--- src/rtl/std_nbdcache_vd_pkg.sv ---
// Shared types and helpers for the valid/dirty SRAM front-end controller.
// Row layout: bit 2w = valid(w), bit 2w+1 = dirty(w).
package std_nbdcache_vd_pkg;

  localparam int unsigned VD_BITS_PER_WAY = 32'd2;

  typedef enum logic [1:0] {
    INIT  = 2'd0,
    IDLE  = 2'd1,
    FLUSH = 2'd2
  } vd_state_e;

  function automatic int unsigned vd_valid_idx(input int unsigned w);
    return VD_BITS_PER_WAY * w;
  endfunction

  function automatic int unsigned vd_dirty_idx(input int unsigned w);
    return VD_BITS_PER_WAY * w + 32'd1;
  endfunction

endpackage

--- src/rtl/std_nbdcache_vd_sweep_cnt.sv ---
// Loadable row counter for the init/flush sweeps; returns to 0 after NumWords-1
// so a non-power-of-two row count never reaches unused addresses.
module std_nbdcache_vd_sweep_cnt #(
  parameter int unsigned NumWords  = 256,
  parameter int unsigned AddrWidth = $clog2(NumWords)
) (
  input  logic                 clk_i,
  input  logic                 rst_ni,
  input  logic                 load_i,
  input  logic [AddrWidth-1:0] load_val_i,
  input  logic                 en_i,
  output logic [AddrWidth-1:0] cnt_o,
  output logic                 last_o
);

  localparam logic [AddrWidth-1:0] LastIdx = AddrWidth'(NumWords - 32'd1);

  logic [AddrWidth-1:0] cnt_d, cnt_q;

  assign last_o = (cnt_q == LastIdx);
  assign cnt_o  = cnt_q;

  // Next count: load wins, then increment with wrap at the last row.
  always_comb begin
    if (load_i) begin
      cnt_d = load_val_i;
    end else if (en_i && last_o) begin
      cnt_d = {AddrWidth{1'b0}};
    end else if (en_i) begin
      cnt_d = cnt_q + AddrWidth'(1);
    end else begin
      cnt_d = cnt_q;
    end
  end

  // Counter register.
  always_ff @(posedge clk_i) begin
    if (!rst_ni) begin
      cnt_q <= {AddrWidth{1'b0}};
    end else begin
      cnt_q <= cnt_d;
    end
  end

endmodule

--- src/rtl/std_nbdcache_vd_ctrl.sv ---
// Valid/dirty SRAM front-end: reset sweep, client arbitration and, with
// NBDCACHE_VD_FLUSH_EN defined, the flush sweep with pending latch and done pulse.
module std_nbdcache_vd_ctrl
  import std_nbdcache_vd_pkg::*;
#(
  parameter int unsigned NumWords  = 256,
  parameter int unsigned NumWays   = 8,
  parameter int unsigned DataWidth = VD_BITS_PER_WAY * NumWays,
  parameter int unsigned AddrWidth = $clog2(NumWords)
) (
  input  logic                 clk_i,
  input  logic                 rst_ni,
  input  logic                 flush_i,
  output logic                 flush_done_o,
  output logic                 busy_o,
  input  logic                 req_i,
  output logic                 gnt_o,
  input  logic                 we_i,
  input  logic [AddrWidth-1:0] addr_i,
  input  logic [DataWidth-1:0] wdata_i,
  input  logic [DataWidth-1:0] bmask_i,
  output logic                 rvalid_o,
  output logic [DataWidth-1:0] rdata_o,
  output logic                 sram_req_o,
  output logic                 sram_we_o,
  output logic [AddrWidth-1:0] sram_addr_o,
  output logic [DataWidth-1:0] sram_wdata_o,
  output logic [DataWidth-1:0] sram_be_o,
  input  logic [DataWidth-1:0] sram_rdata_i
);

  vd_state_e            state_d, state_q;
  logic                 busy_d, busy_q;
  logic                 rvalid_d, rvalid_q;
  logic                 pend_d, pend_q;
  logic                 done_d;
  logic                 gnt;
  logic                 flush_req;
  logic                 sweep;
  logic                 cnt_load, cnt_en, cnt_last;
  logic [AddrWidth-1:0] cnt;

`ifdef NBDCACHE_VD_FLUSH_EN
  logic done_q;
  assign flush_req    = flush_i;
  assign flush_done_o = done_q;
`else
  logic unused_flush;
  assign flush_req    = 1'b0;
  assign pend_q       = 1'b0;
  assign flush_done_o = 1'b0;
  assign unused_flush = ^{flush_i, pend_d, done_d};
`endif

  std_nbdcache_vd_sweep_cnt #(
    .NumWords  (NumWords),
    .AddrWidth (AddrWidth)
  ) i_sweep_cnt (
    .clk_i      (clk_i),
    .rst_ni     (rst_ni),
    .load_i     (cnt_load),
    .load_val_i ({AddrWidth{1'b0}}),
    .en_i       (cnt_en),
    .cnt_o      (cnt),
    .last_o     (cnt_last)
  );

  // FSM next state; a flush seen on the last INIT row still counts as pending.
  always_comb begin
    state_d  = state_q;
    busy_d   = busy_q;
    pend_d   = pend_q;
    done_d   = 1'b0;
    rvalid_d = 1'b0;
    gnt      = 1'b0;
    cnt_load = 1'b0;
    cnt_en   = 1'b0;
    case (state_q)
      INIT: begin
        cnt_en = 1'b1;
        if (cnt_last) begin
          pend_d = 1'b0;
          if (pend_q || flush_req) begin
            state_d = FLUSH;
          end else begin
            state_d = IDLE;
            busy_d  = 1'b0;
          end
        end else begin
          pend_d = pend_q | flush_req;
        end
      end
      IDLE: begin
        if (flush_req) begin
          state_d  = FLUSH;
          busy_d   = 1'b1;
          cnt_load = 1'b1;
        end else begin
          gnt      = req_i;
          rvalid_d = req_i & ~we_i;
        end
      end
      FLUSH: begin
        cnt_en = 1'b1;
        if (cnt_last) begin
          state_d = IDLE;
          busy_d  = 1'b0;
          done_d  = 1'b1;
        end else begin
          state_d = FLUSH;
        end
      end
      default: begin
        state_d  = INIT;
        busy_d   = 1'b1;
        cnt_load = 1'b1;
      end
    endcase
  end

  // FSM state and registered status outputs.
  always_ff @(posedge clk_i) begin
    if (!rst_ni) begin
      state_q  <= INIT;
      busy_q   <= 1'b1;
      rvalid_q <= 1'b0;
`ifdef NBDCACHE_VD_FLUSH_EN
      pend_q   <= 1'b0;
      done_q   <= 1'b0;
`endif
    end else begin
      state_q  <= state_d;
      busy_q   <= busy_d;
      rvalid_q <= rvalid_d;
`ifdef NBDCACHE_VD_FLUSH_EN
      pend_q   <= pend_d;
      done_q   <= done_d;
`endif
    end
  end

  assign sweep    = rst_ni & ((state_q == INIT) | (state_q == FLUSH));
  assign gnt_o    = rst_ni & gnt;
  assign busy_o   = busy_q;
  assign rvalid_o = rvalid_q;
  assign rdata_o  = sram_rdata_i;

  // SRAM port mux: the sweep owns the port, otherwise a grant drives it directly.
  always_comb begin
    if (sweep) begin
      sram_req_o   = 1'b1;
      sram_we_o    = 1'b1;
      sram_addr_o  = cnt;
      sram_wdata_o = {DataWidth{1'b0}};
      sram_be_o    = {DataWidth{1'b1}};
    end else begin
      sram_req_o   = gnt_o;
      sram_we_o    = gnt_o & we_i;
      sram_addr_o  = addr_i;
      sram_wdata_o = wdata_i;
      if (gnt_o && we_i) begin
        sram_be_o = bmask_i;
      end else begin
        sram_be_o = {DataWidth{1'b0}};
      end
    end
  end

endmodule

--- config.mk ---
export PLATFORM = sky130hd
export DESIGN_NAME = std_nbdcache_vd_ctrl
export DESIGN_NICKNAME = d
export VERILOG_FILES = /design/src/rtl/std_nbdcache_vd_pkg.sv /design/src/rtl/std_nbdcache_vd_sweep_cnt.sv /design/src/rtl/std_nbdcache_vd_ctrl.sv
export SDC_FILE = /design/constraint.sdc
export NUM_CORES = 1
export LEC_CHECK = 0
export CORE_ASPECT_RATIO = 0.7
export CORE_MARGIN = 5
export CORE_UTILIZATION = 24
export DETAILED_ROUTE_END_ITERATION = 10
export PLACE_DENSITY = 0.76
export SETUP_SLACK_MARGIN = 0.2
export SYNTH_ARGS = -nofsm -noshare
export SYNTH_HDL_FRONTEND = slang
export SYNTH_SLANG_ARGS = --single-unit
--- constraint.sdc ---
create_clock -name clk_i -period 1.6 [get_ports clk_i]
set_clock_uncertainty 0.2 [all_clocks]
set_input_delay 0.32 -clock clk_i [delete_from_list [all_inputs] [get_ports clk_i]]
set_output_delay 0.32 -clock clk_i [all_outputs]
set_load 0.1 [all_outputs]
# Yosys cells after proc, flatten, opt, wreduce, memory -nomap -nowiden

Index checks and enable logic that the tools add are counted.

Bits in registers: 12
Output and inout port bits: 62

Eq/ne operators: 5
Bitwise gates (word level): 9
Reduce and logical (&&, ||, !) cells: 9
Multiplexer cells: 13
$add $sub $neg: 1

Operator list:

| operator              | count |
|---|---|
| $mux W16              | 3 |
| $add A8 B1 Y8 const B | 1 |
| $eq A8 B8 Y1 const B  | 1 |
| $mux W8               | 1 |
| $pmux W2 S3           | 1 |
| $reduce_and A2 Y1     | 3 |
| $reduce_or A3 Y1      | 2 |
| $mux W1               | 5 |
| $and A1 B1 Y1         | 4 |
| $mux W2               | 2 |
| $ne A2 B1 Y1 const B  | 2 |
| $not A1 Y1            | 4 |
| $eq A2 B1 Y1 const B  | 1 |
| $eq A2 B2 Y1 const B  | 1 |
| $logic_and A1 B1 Y1   | 2 |
| $logic_not A2 Y1      | 1 |
| $pmux W1 S2           | 1 |
| $reduce_or A2 Y1      | 1 |
| $or A1 B1 Y1          | 1 |

# Depth between registers and ports, before layout

Gate-level depths: netlist (run 1).

Word-level depth: 6
Mapped depth: 5
Depth with buffers taken out: 4

# By module

From an unflattened synthesis (run 1), not the netlist that was laid out.

Cell total of the unflattened synthesis: 160
Area total of the unflattened synthesis: 1208.7 um^2

Modules (own cells, without submodules):

| module                    | cells an instance | times used | area each (um^2) |
|---|---|---|---|
| std_nbdcache_vd_ctrl      | 101               | 1          | 721.9 |
| std_nbdcache_vd_sweep_cnt | 59                | 1          | 486.7 |

# Least setup slack after synthesis (run 1)

OpenSTA, ideal clock, no wires.

Path kind: reg-to-output
From: register state_q[1]
To: output port sram_be_o[10]
Buffers on the path: 1
Setup slack: -1.020 ns
Required time: 1.080 ns
Data arrival time: 2.100 ns
Stages on the path, launching flop included: 5
Cell sequence: dfxtp_1 > nand3b_1 > a21boi_2 > buf_2 > o21a_1

Longest elaborated chain between the ends: 6
Elaborated cells between the ends (all ways): 10

RTL lines:

| what                   | line                        | source |
|---|---|---|
| start, declared        | std_nbdcache_vd_ctrl.sv:32  | `vd_state_e state_d, state_q;` |
| start signal, assigned | std_nbdcache_vd_ctrl.sv:132 | `state_q <= state_d;` |
| $eq A2 B1 Y1           | std_nbdcache_vd_ctrl.sv:78  | `case (state_q)` |
| $mux W1                | std_nbdcache_vd_ctrl.sv:78  |  |
| $and A1 B1 Y1          | std_nbdcache_vd_ctrl.sv:143 | `assign gnt_o = rst_ni & gnt;` |
| $logic_and A1 B1 Y1    | std_nbdcache_vd_ctrl.sv:161 | `if (gnt_o && we_i) begin` |
| $mux W16               | std_nbdcache_vd_ctrl.sv:161 |  |
| $mux W16 (*)           | std_nbdcache_vd_ctrl.sv:150 | `if (sweep) begin` |
| end, declared          | std_nbdcache_vd_ctrl.sv:28  | `output logic [DataWidth-1:0] sram_be_o,` |

Mark *: on every way between the ends. The rest lies on a longest branch, timed or not.

# Worst setup path after layout (run 1)

From: register state_q[1]
To: output port sram_be_o[12]

The elaborated chain is that of the path after synthesis.

==> run metrics, run 1 <==
Mapped Area=~1100 um^2; Startpoint Class=flip-flop; initial antenna violation count=1; max incr delay on CP=0.32 ns; P per Cell Area=553 nW/um^2; syn_nets=slightly above 200; max-slew violations=0; Yosys warning count=0; Crit. End Element=primary output; P_int=between 900 and 1000 uW; vias in the first global route=between 1,500 and 2,000; Static Leakage=around 0.0014 uW; Syn Inst Count=about 140; Max VDD drop=~0.45 mV; clock share of power=0.147; WL per Instance=21.2 um; logic gate share of total power=0.675; fin crit period=2.05 ns; Max Clk Rate=roughly 500 MHz; worst-path cell chain=nand3b_1 -> a21boi_4 -> buf_4 -> buf_16 -> o21a_4 -> buf_12; Synth Area per Inst=between 7 and 8 um^2; RePlAce Congestion=0.874; Setup violations, final=47; Die H=between 60 and 70 um; # clock sinks=12; CORE AREA=between 4000 and 5000 um^2; arrival time at the worst endpoint=~1.5 ns; crit-path max FO=8; RSZ-0062 raised after global routing=true; clk_lat worst skew=about 0.24 ns; Vias per Instance=slightly below 5; DP Worst Slack=-0.590 ns; nets=between 300 and 400; DR vias=roughly 1,500; switching pwr=slightly below 900 uW; Die Wd=89.2 um; Fin. Hold Viols=0; CTS Buf Count=3; PortBufs=~90; CTS tree=built; register area share after synthesis=0.228; DRC violations left=0; switch share=0.466; Worst Setup Slack, final=-0.447 ns; failing checks=negative setup slack; Netlist cell types=32; FILL cells=roughly 230; GRT Total Usage=0.205; Worst EP required=between 1 and 1.5 ns; crit path max-delay cell type=dfxtp_2; clock root buffer=clkbuf_8; Post-synth EDFFs=0; maxcap violations=0; Worst-path clk slew=about 0.050 ns; gr ovfl total=0; Initial Util=0.245; top_reg_cell synth=dfxtp_1; delay-heaviest family, CP=buffers and inverters; dpl hpwl=3730 um; Starting DRT DRC Count=72; buffers plus inverters on the worst setup path=3; std cell rows=20; Tcrit/Tclk final=1.28; Die ar.=between 5000 and 6000 um^2; H-tree depth=1; CTS Buffer Depth=2; Hold WC Path Type=primary input to flip-flop; sequential fraction of design power=0.178; DR pass1 iterations=4; WS Path Type=flip-flop to primary output; # IOs=around 120; remaining antenna violation count=0; Hold-fix buffers, CTS=0; drt total wl=6470 um; share of cells above drive strength 1=0.723; pin count of the biggest net entering global routing=18; Syn-to-layout area delta=219%; outcome=finished, violations left; FF+latch count, synth=12; ys async rst share=0; global-route wire length before repair=8970 um; final core utilization=0.782
## area by class of cell
type                       instances  area, um^2  share of cell area
antenna                            1        2.50            0.000743
clock buffer                       3        41.3              0.0123
inverter                           1        7.51             0.00223
multi-input combinational        109        1260               0.375
sequential                        12         265              0.0788
tap                               55        68.8              0.0204
timing repair buffer             124        1720               0.510
## sequential cells by signal, summed over array words and instances (netlist names)
register	flops
busy_o	1
i_sweep_cnt.cnt_o	8
rvalid_o	1
state_q	2
## cell families (layout without fill, tap and decap cells)
family                   count (synthesis)  in the layout  share of synthesized area
other                                    1              2                    0.00356
XOR/XNOR                                 3              3                     0.0249
buffers and inverters                   26            128                      0.159
AO/OA/AOI/OAI                           33             33                      0.229
adder cells (fa/ha/maj)                  1              1                     0.0119
flip-flops                              12             12                      0.228
AND/OR/NAND/NOR                         68             71                      0.343
## Yosys cell counts, drive strengths merged (2+ instances only)
library cell | instances | area [um^2]
nor2b | 3 | 18.8
nand2b | 3 | 18.8
a21oi | 4 | 20.0
o21ai | 3 | 15.0
dfxtp | 12 | 240
a311oi | 2 | 17.5
or3 | 2 | 13.8
nand2 | 29 | 109
buf | 22 | 153
nand4b | 3 | 26.3
xor2 | 3 | 26.3
nand3 | 3 | 15.0
nor2 | 5 | 18.8
a21boi | 2 | 18.8
o21a | 17 | 128
clkbuf | 3 | 11.3
and2 | 16 | 100
## power groups by stage
stage | clock [uW] | combinational, uW | sequential [uW]
finish | 273 | 1260 | 332
global route | 294 | 1290 | 333
floorplan | 0 | 881 | 330
CTS | 272 | 1220 | 329
detailed placement | 0 | 1140 | 334
global placement | 0 | 1120 | 333
## final timing paths
path / to / slack, ns / startpoint / cells past startpoint
max: sram_be_o[12] / -0.45 / state_q[1] / 6
min: rvalid_o / 0.22 / we_i / 2
max reg2reg: i_sweep_cnt.cnt_o[7] / -0.22 / state_q[0] / 7
min reg2reg: busy_o / 0.33 / busy_o / 2
## timing repair
| item | CTS | global route |
|---|---|---|
| hold endpoints to repair | 0 | 0 |
| resized for setup | 62 | 31 |
| setup buffers | 12 | 7 |
| pin swaps | 14 | 18 |
| endpoints found under the setup margin | 52 | 52 |
| cloned | 5 | 0 |
## cells in the final DEF (no fill, tap or decap), types with 2 or more instances in the layout
master and n:
buf_16 2, and2_4 16, nand2_4 11, buf_6 14, nor2b_4 2, nand2_8 11
nand2b_4 6, dfxtp_4 5, nor2_1 3, dlygate4sd2_1 2, buf_4 18, nand4b_1 3
a21oi_2 3, buf_12 47, nand3_4 2, clkbuf_8 3, clkdlybuf4s50_1 40, o21a_4 16
dfxtp_1 2, dfxtp_2 5, nand2_1 3, nand2_2 4, xor2_1 3
## per-layer routing
layer  wire length, um  GRT usage  share of wire  vias up
met1              2490      0.245           0.38      717
li1                  -          -              -      686
met5                 0          0              0        -
met4                27     0.0390         0.0042        0
met2              3460      0.367           0.53       64
met3               495     0.0564          0.076        2
## worst reg2reg max path, cell delays in order, from the launching register on
cell      delay, ns
dfxtp_4        0.36
buf_6          0.12
buf_6          0.11
buf_6          0.11
buf_6          0.12
nand2b_4       0.16
or4_4          0.44
a21oi_2        0.15
## per-stage QoR
step	TNS (ns)	cells	power [uW]	hold WS [ns]	cell area, um^2
3_5_place_dp	-23.65	277	1470	0.315	2750
3_3_place_gp	-21.75	277	1460	0.307	2750
2_1_floorplan	-6.45	144	1210	0.185	1410
5_1_grt	-16.04	305	1920	0.220	3370
6_report	-14.08	305	1860	0.216	3370
4_1_cts	-12.92	297	1820	0.192	3180
No activity file was read; power rests on OpenSTA's default activity.
==> run 2, diff against run 1 <==
--- a/config.mk
+++ b/config.mk
@@ -7,9 +7,9 @@
 export LEC_CHECK = 0
 export CORE_ASPECT_RATIO = 0.7
 export CORE_MARGIN = 5
-export CORE_UTILIZATION = 24
+export CORE_UTILIZATION = 27
 export DETAILED_ROUTE_END_ITERATION = 10
-export PLACE_DENSITY = 0.76
+export PLACE_DENSITY = 0.81
 export SETUP_SLACK_MARGIN = 0.2
 export SYNTH_ARGS = -nofsm -noshare
 export SYNTH_HDL_FRONTEND = slang
==> constraint.sdc (replaced) <==
create_clock -name clk_i -period 2.3 [get_ports clk_i]
set_clock_uncertainty 0.2 [all_clocks]
set_input_delay 0.46 -clock clk_i [delete_from_list [all_inputs] [get_ports clk_i]]
set_output_delay 0.46 -clock clk_i [all_outputs]
set_load 0.1 [all_outputs]
==> run 2 against run 1 <==
Compared with the run above: the run now ends clean; cell count decreased by 8.9%; worst hold slack improved by 0.076 ns; wire length decreased by 37%; count of clock-buffer cells in the layout unchanged; flip-flop and latch count unchanged; sequential power decreased by 33%; die area decreased by 9.7%; via count decreased by 11%; combinational power decreased by 38%; non-clock buffer count decreased by 20; sequential share of layout area increased by 1.2 points; worst setup slack improved by 0.51 ns; largest power group unchanged.
==> run metrics, run 2 (synthesis gave the netlist of run 1 again) <==
crit path max-delay cell type=dfxtp_2; DR vias=1,301 (-11%); Final Non-Filler Cells=278 (-8.9%); Max Clk Rate=about 450 MHz; sequential fraction of design power=0.188 (+0.010); Hold-fix buffers, CTS=0 (unchanged); DP Worst Slack=-0.233 ns (+0.357 ns); Tcrit/Tclk final=0.973; drt total wl=4070 um (-37%); commonest cells after routing, fill and taps aside=buf_12 (45), clkdlybuf4s50_1 (40), nand2_1 (20); # IOs=123 (unchanged); Die ar.=5270 um^2 (-9.7%); Crit. End Element=primary output; r2r startpoint=i_sweep_cnt.cnt_o[0]; switch share=0.457 (-0.00804); buffers plus inverters on the worst setup path=3 (unchanged); vias in the first global route=1,368 (-12%); crit-path max FO=8 (unchanged); max incr delay on CP=0.32 ns (about the same); nets=290 (-7.3%); Syn-to-layout area delta=155%; Antenna Cells=0 (-1); Die Wd=84.7 um (-5.1%); CTS tree=built; final core utilization=0.699 (-0.0831); Fin. Hold Viols=0 (unchanged); outcome=finished clean; HP Start=we_i; PortBufs=88 (unchanged); FILL cells=286 (+25%); P_int=647 uW (-35%); arrival time at the worst endpoint=1.58 ns (+0.05 ns); gr ovfl total=0 (unchanged); delay-heaviest family, CP=buffers and inverters; std cell rows=19 (-5.0%); DR pass1 iterations=4 (unchanged); dpl hpwl=3190 um (-14%); Initial Util=0.274 (+0.0288); remaining antenna violation count=0 (unchanged); beginning of the critical path=state_q[1]; maxcap violations=0 (unchanged); max reg flops=8 (unchanged); Worst EP required=1.64 ns (+0.56 ns); clk_lat worst skew=0.24 ns (about the same); CTS Buf Count=3 (unchanged); initial antenna violation count=0 (-1); Die H=62.3 um (-4.8%); share of cells above drive strength 1=0.504 (-0.218); fin crit period=2.24 ns; global-route wire length before repair=6670 um (-26%); H-tree depth=1 (unchanged); RePlAce Congestion=0.830 (-5.1%); placed cell count=268 (-3.2%); RSZ-0062 raised after global routing=true; worst-path cell chain=nand3b_1 -> a21boi_4 -> buf_6 -> buf_16 -> o21a_4 -> buf_12; FF/Latch Area=245 um^2 (-7.5%); Startpoint Class=flip-flop; logic gate share of total power=0.652 (-0.023); Worst-path clk slew=0.05 ns (about the same); CTS Buffer Depth=2 (unchanged); WL per Instance=14.6 um (-31%); WS Path Type=flip-flop to primary output; max-slew violations=0 (unchanged); CORE AREA=3850 um^2 (-11%); Static Leakage=0.00109 uW (-19%); P per Cell Area=443 nW/um^2 (-20%); Starting DRT DRC Count=36 (-50%); clock root buffer=clkbuf_8; Hold WC Path Type=primary input to flip-flop; commonest non-fill, non-tap cell in the layout=buf_12; Max VDD drop=0.240 mV (-47%); DRC violations left=0 (unchanged); clock share of power=0.160 (+0.013); area used by multi-input combinational logic=841 um^2 (-33%); Setup violations, final=0 (-100%); GRT Total Usage=0.155 (-0.0497); Design Power=1190 uW (-36%); Worst Setup Slack, final=0.0623 ns (+0.509 ns); switching pwr=545 uW (-37%); pin count of the biggest net entering global routing=17 (-1); # clock sinks=12 (unchanged); Vias per Instance=4.68 (-2.8%)
## run 2: path summary, 6_finish.rpt
path	endpoint	slack [ns]	cells after the start
worst max-delay path	sram_be_o[8]	0.06	6
worst min-delay path	rvalid_o	0.29	3
worst max register to register	i_sweep_cnt.cnt_o[6]	0.56	4
worst min register to register	busy_o	0.29	2
## run 2: cell type report
type,count,share of cell area
inverter,1,0.00279
clock buffer,3,0.0153
sequential,12,0.0911
multi-input combinational,106,0.312
tap,52,0.0242
timing repair buffer,104,0.554
## run 2: repair_timing
action                     4_1_cts  5_1_grt
pin swaps                        2        0
gates resized for setup         26        3
setup endpoints to repair       43       42
gates cloned                     3        0
buffers inserted                 4        0
## run 2: per-stage QoR
step / hold slack, ns / area (um^2) / setup TNS [ns]
5_1_grt: 0.283 / 2690 / 0
4_1_cts: 0.280 / 2700 / 0
3_5_place_dp: 0.286 / 2520 / -8.11
2_1_floorplan: 0.267 / 1230 / -0.161
6_report: 0.291 / 2690 / 0
3_3_place_gp: 0.288 / 2520 / -6.84
## run 2: power by group through the flow
stage               Clock, uW  Combinational, uW  Sequential (uW)
floorplan                   0                579              227
CTS                       194                781              225
finish                    191                777              224
detailed placement          0                756              229
global placement            0                747              229
global route              210                800              226
## run 2: worst min-delay path, cell delays in order
cell and delay, ns:
buf_2 0.10, buf_4 0.10, nor2_1 0.03
## run 2: routing by layer
metal | wire, um | part of all wire | up-vias | track usage
li1 | - | - | 632 | -
met1 | 1470 | 0.36 | 602 | 0.164
met2 | 2140 | 0.52 | 54 | 0.274
met3 | 378 | 0.093 | 13 | 0.0740
met4 | 82 | 0.020 | 0 | 0.0455
met5 | 0 | 0 | - | 0
==> run 3, diff against run 2 <==
--- a/config.mk
+++ b/config.mk
@@ -7,10 +7,11 @@
 export LEC_CHECK = 0
 export CORE_ASPECT_RATIO = 0.7
 export CORE_MARGIN = 5
-export CORE_UTILIZATION = 27
+export CORE_UTILIZATION = 29
 export DETAILED_ROUTE_END_ITERATION = 10
-export PLACE_DENSITY = 0.81
+export PLACE_DENSITY = 0.8
 export SETUP_SLACK_MARGIN = 0.2
 export SYNTH_ARGS = -nofsm -noshare
 export SYNTH_HDL_FRONTEND = slang
+export SYNTH_HIERARCHICAL = 1
 export SYNTH_SLANG_ARGS = --single-unit
==> run 3 against run 2 <==
Compared with the run above: combinational power down 2%; sequential power fell by 3%; non-clock buffer count shrank 7; highest routed layer unchanged; sequential share of layout area decreased by 0.30 points; flip-flop and latch count unchanged; critical path depth shrank 2.
==> run metrics, run 3 <==
Startpoint Class=primary input; RePlAce Congestion=0.785 (-5.5%); initial antenna violation count=0 (unchanged); max-slew violations=0 (unchanged); drt total wl=4260 um (+4.8%); nets=307 (+5.9%); Synth area leader=dfxtp_1; commonest cells in the netlist=nand2_1 (22), buf_4 (18), and2_1 (17); area post-placement=2670 um^2 (+6.0%); DR vias=1,393 (+7.1%); Netlist cell types=39 (+22%); Die H=64.0 um (+2.8%); Worst-Margin Slew=0.645 ns; Worst Setup Slack, final=0.245 ns (+0.183 ns); CTS Buffer Depth=2 (unchanged); Worst EP required=1.64 ns (about the same); dpl hpwl=3350 um (+5.3%); Synth Area per Inst=7.55 um^2 (+3.3%); global-route wire length before repair=6530 um (-2.0%); fin crit period=2.05 ns (-0.183 ns); outcome=finished clean; Initial Util=0.304 (+0.0309); RSZ-0062 raised after global routing=false; commonest non-fill, non-tap cell in the layout=buf_12; std cell rows=19 (unchanged); CTS tree=built; Fin. Hold Viols=0 (unchanged); CTS Buf Count=3 (unchanged); DRT met1 WL=1710 um (+16%); P per Cell Area=438 nW/um^2 (-1.0%); Worst-path clk slew=0.06 ns (about the same); CORE AREA=3970 um^2 (+3.1%); Routed met3 length=413 um (+9.3%); WS Path Type=primary input to primary output; Die Wd=87.2 um (+3.0%); met2 routed WL=2080 um (-2.6%); Max Clk Rate=487 MHz (+8.9%); share of cells above drive strength 1=0.430 (-0.0741); Yosys top cell area share=0.199 (-0.0293); H-tree depth=1 (unchanged); GRT Total Usage=0.145 (-0.0103); remaining antenna violation count=0 (unchanged); Final Instance Area=2770 um^2 (+2.9%); Syn-to-layout area delta=129%; Vias per Instance=4.71 (+0.56%); Hold WC Path Type=flip-flop to flip-flop; top_reg_cell synth=dfxtp_1; Max VDD drop=0.291 mV (+21%); clk_lat worst skew=0.24 ns (about the same); crit-path max FO=1 (-7); Setup violations, final=0 (unchanged); PortBufs=88 (unchanged); Rel. slew slack=0.567; Starting DRT DRC Count=103 (+190%); Antenna Cells=0 (unchanged); clock root buffer=clkbuf_8; Die ar.=5580 um^2 (+5.9%); # clock sinks=12 (unchanged); commonest cells after routing, fill and taps aside=buf_12 (45), clkdlybuf4s50_1 (40), nand2_1 (22); max reg flops=8 (unchanged); pin count of the biggest net entering global routing=22 (+5); Syn Inst Count=160 (+11%); WL per Instance=14.4 um (-1.6%); gr ovfl total=0 (unchanged); Crit. End Element=primary output; vias in the first global route=1,370 (+0.15%); register area share after synthesis=0.199 (-0.0293); maxcap violations=0 (unchanged); FF+latch count, synth=12 (unchanged); arrival time at the worst endpoint=1.39 ns (-0.19 ns); DR pass1 iterations=4 (unchanged); ranking of synthesized cells by area=dfxtp_1 (20%), buf_4 (11%), and2_1 (8.8%), mux2_4 (7.5%), nand2_1 (6.8%); DRC violations left=0 (unchanged); Static Leakage=0.00114 uW (+4.0%); # IOs=123 (unchanged); Hold-fix buffers, CTS=0 (unchanged); TNS Setup=0 ns (unchanged); Tcrit/Tclk final=0.893 (-0.0795); top sig layer=met4; Post-synth EDFFs=0 (unchanged); ys async rst share=0 (unchanged); Mapped Area=1210 um^2 (+15%); DP Worst Slack=-0.147 ns (+0.0863 ns); FILL cells=276 (-3.5%); most frequent cell after synthesis=nand2_1; Yosys warning count=6 (+6)
run 3: cell count changes after synthesis, sizes merged, moves of 5 or more:
cell	change
inv	+5
nand2	-6
xnor2	+5
o21a	-17
o21ai	+13
mux2	+8
run 3: kinds of logic after synthesis:
kind of cell / count (synthesis) / share of synthesized area
flops: 12 / 0.199
compound gates: 32 / 0.155
fa+ha+maj: 1 / 0.0104
mux: 11 / 0.118
other cells: 1 / 0.00310
buf+inv: 32 / 0.167
xor+xnor: 5 / 0.0362
simple gates: 66 / 0.312
run 3: area by class of cell:
cell class,count,area [um^2],share of cell area
inverter,6,30.0,0.0108
sequential,12,244,0.0881
tap,52,65.1,0.0235
clock buffer,4,55.1,0.0199
timing repair buffer,97,1400,0.506
multi-input combinational,125,975,0.352
run 3: stage by stage:
| stage | total power (uW) | hold slack (ns) | cells | utilization |
|---|---|---|---|---|
| final | 1210 | 0.335 | 296 | 0.698 |
| after global placement | 974 | 0.306 | 291 | 0.673 |
| after CTS | 1220 | 0.335 | 296 | 0.696 |
| after detailed placement | 981 | 0.318 | 291 | 0.673 |
| after floorplan | 807 | 0.299 | 168 | - |
| after global routing | 1260 | 0.363 | 296 | 0.698 |
run 3: power breakdown:
| group | switching (uW) | internal (uW) | total [uW] |
|---|---|---|---|
| clock network | 84.3 | 151 | 236 |
| registers | 6.62 | 211 | 218 |
| logic | 462 | 298 | 761 |
run 3: critical path, stage by stage:
cell	delay (ns)
clkdlybuf4s50_1	0.46
nand2_1	0.09
o21ai_4	0.19
buf_12	0.19
run 3: timing repair:
item	4_1_cts	5_1_grt
cloned	1	0
endpoints found under the setup margin	43	28
pin swaps	1	1
setup buffers	0	0
resized for setup	14	7
run 3: final timing paths:
path | start | endpoint | slack, ns | depth (start not counted)
setup / recovery | bmask_i[6] | sram_be_o[6] | 0.25 | 4
hold / removal | busy_o | busy_o | 0.33 | 2
setup reg to reg | i_sweep_cnt/cnt_o[0] | busy_o | 0.34 | 6
hold reg to reg | busy_o | busy_o | 0.33 | 2
run 3: metal layers:
layer,GRT usage,up-vias
met1,0.165,643
met3,0.0334,8
met2,0.265,62
met4,0.0498,0
met5,0,-
li1,-,680
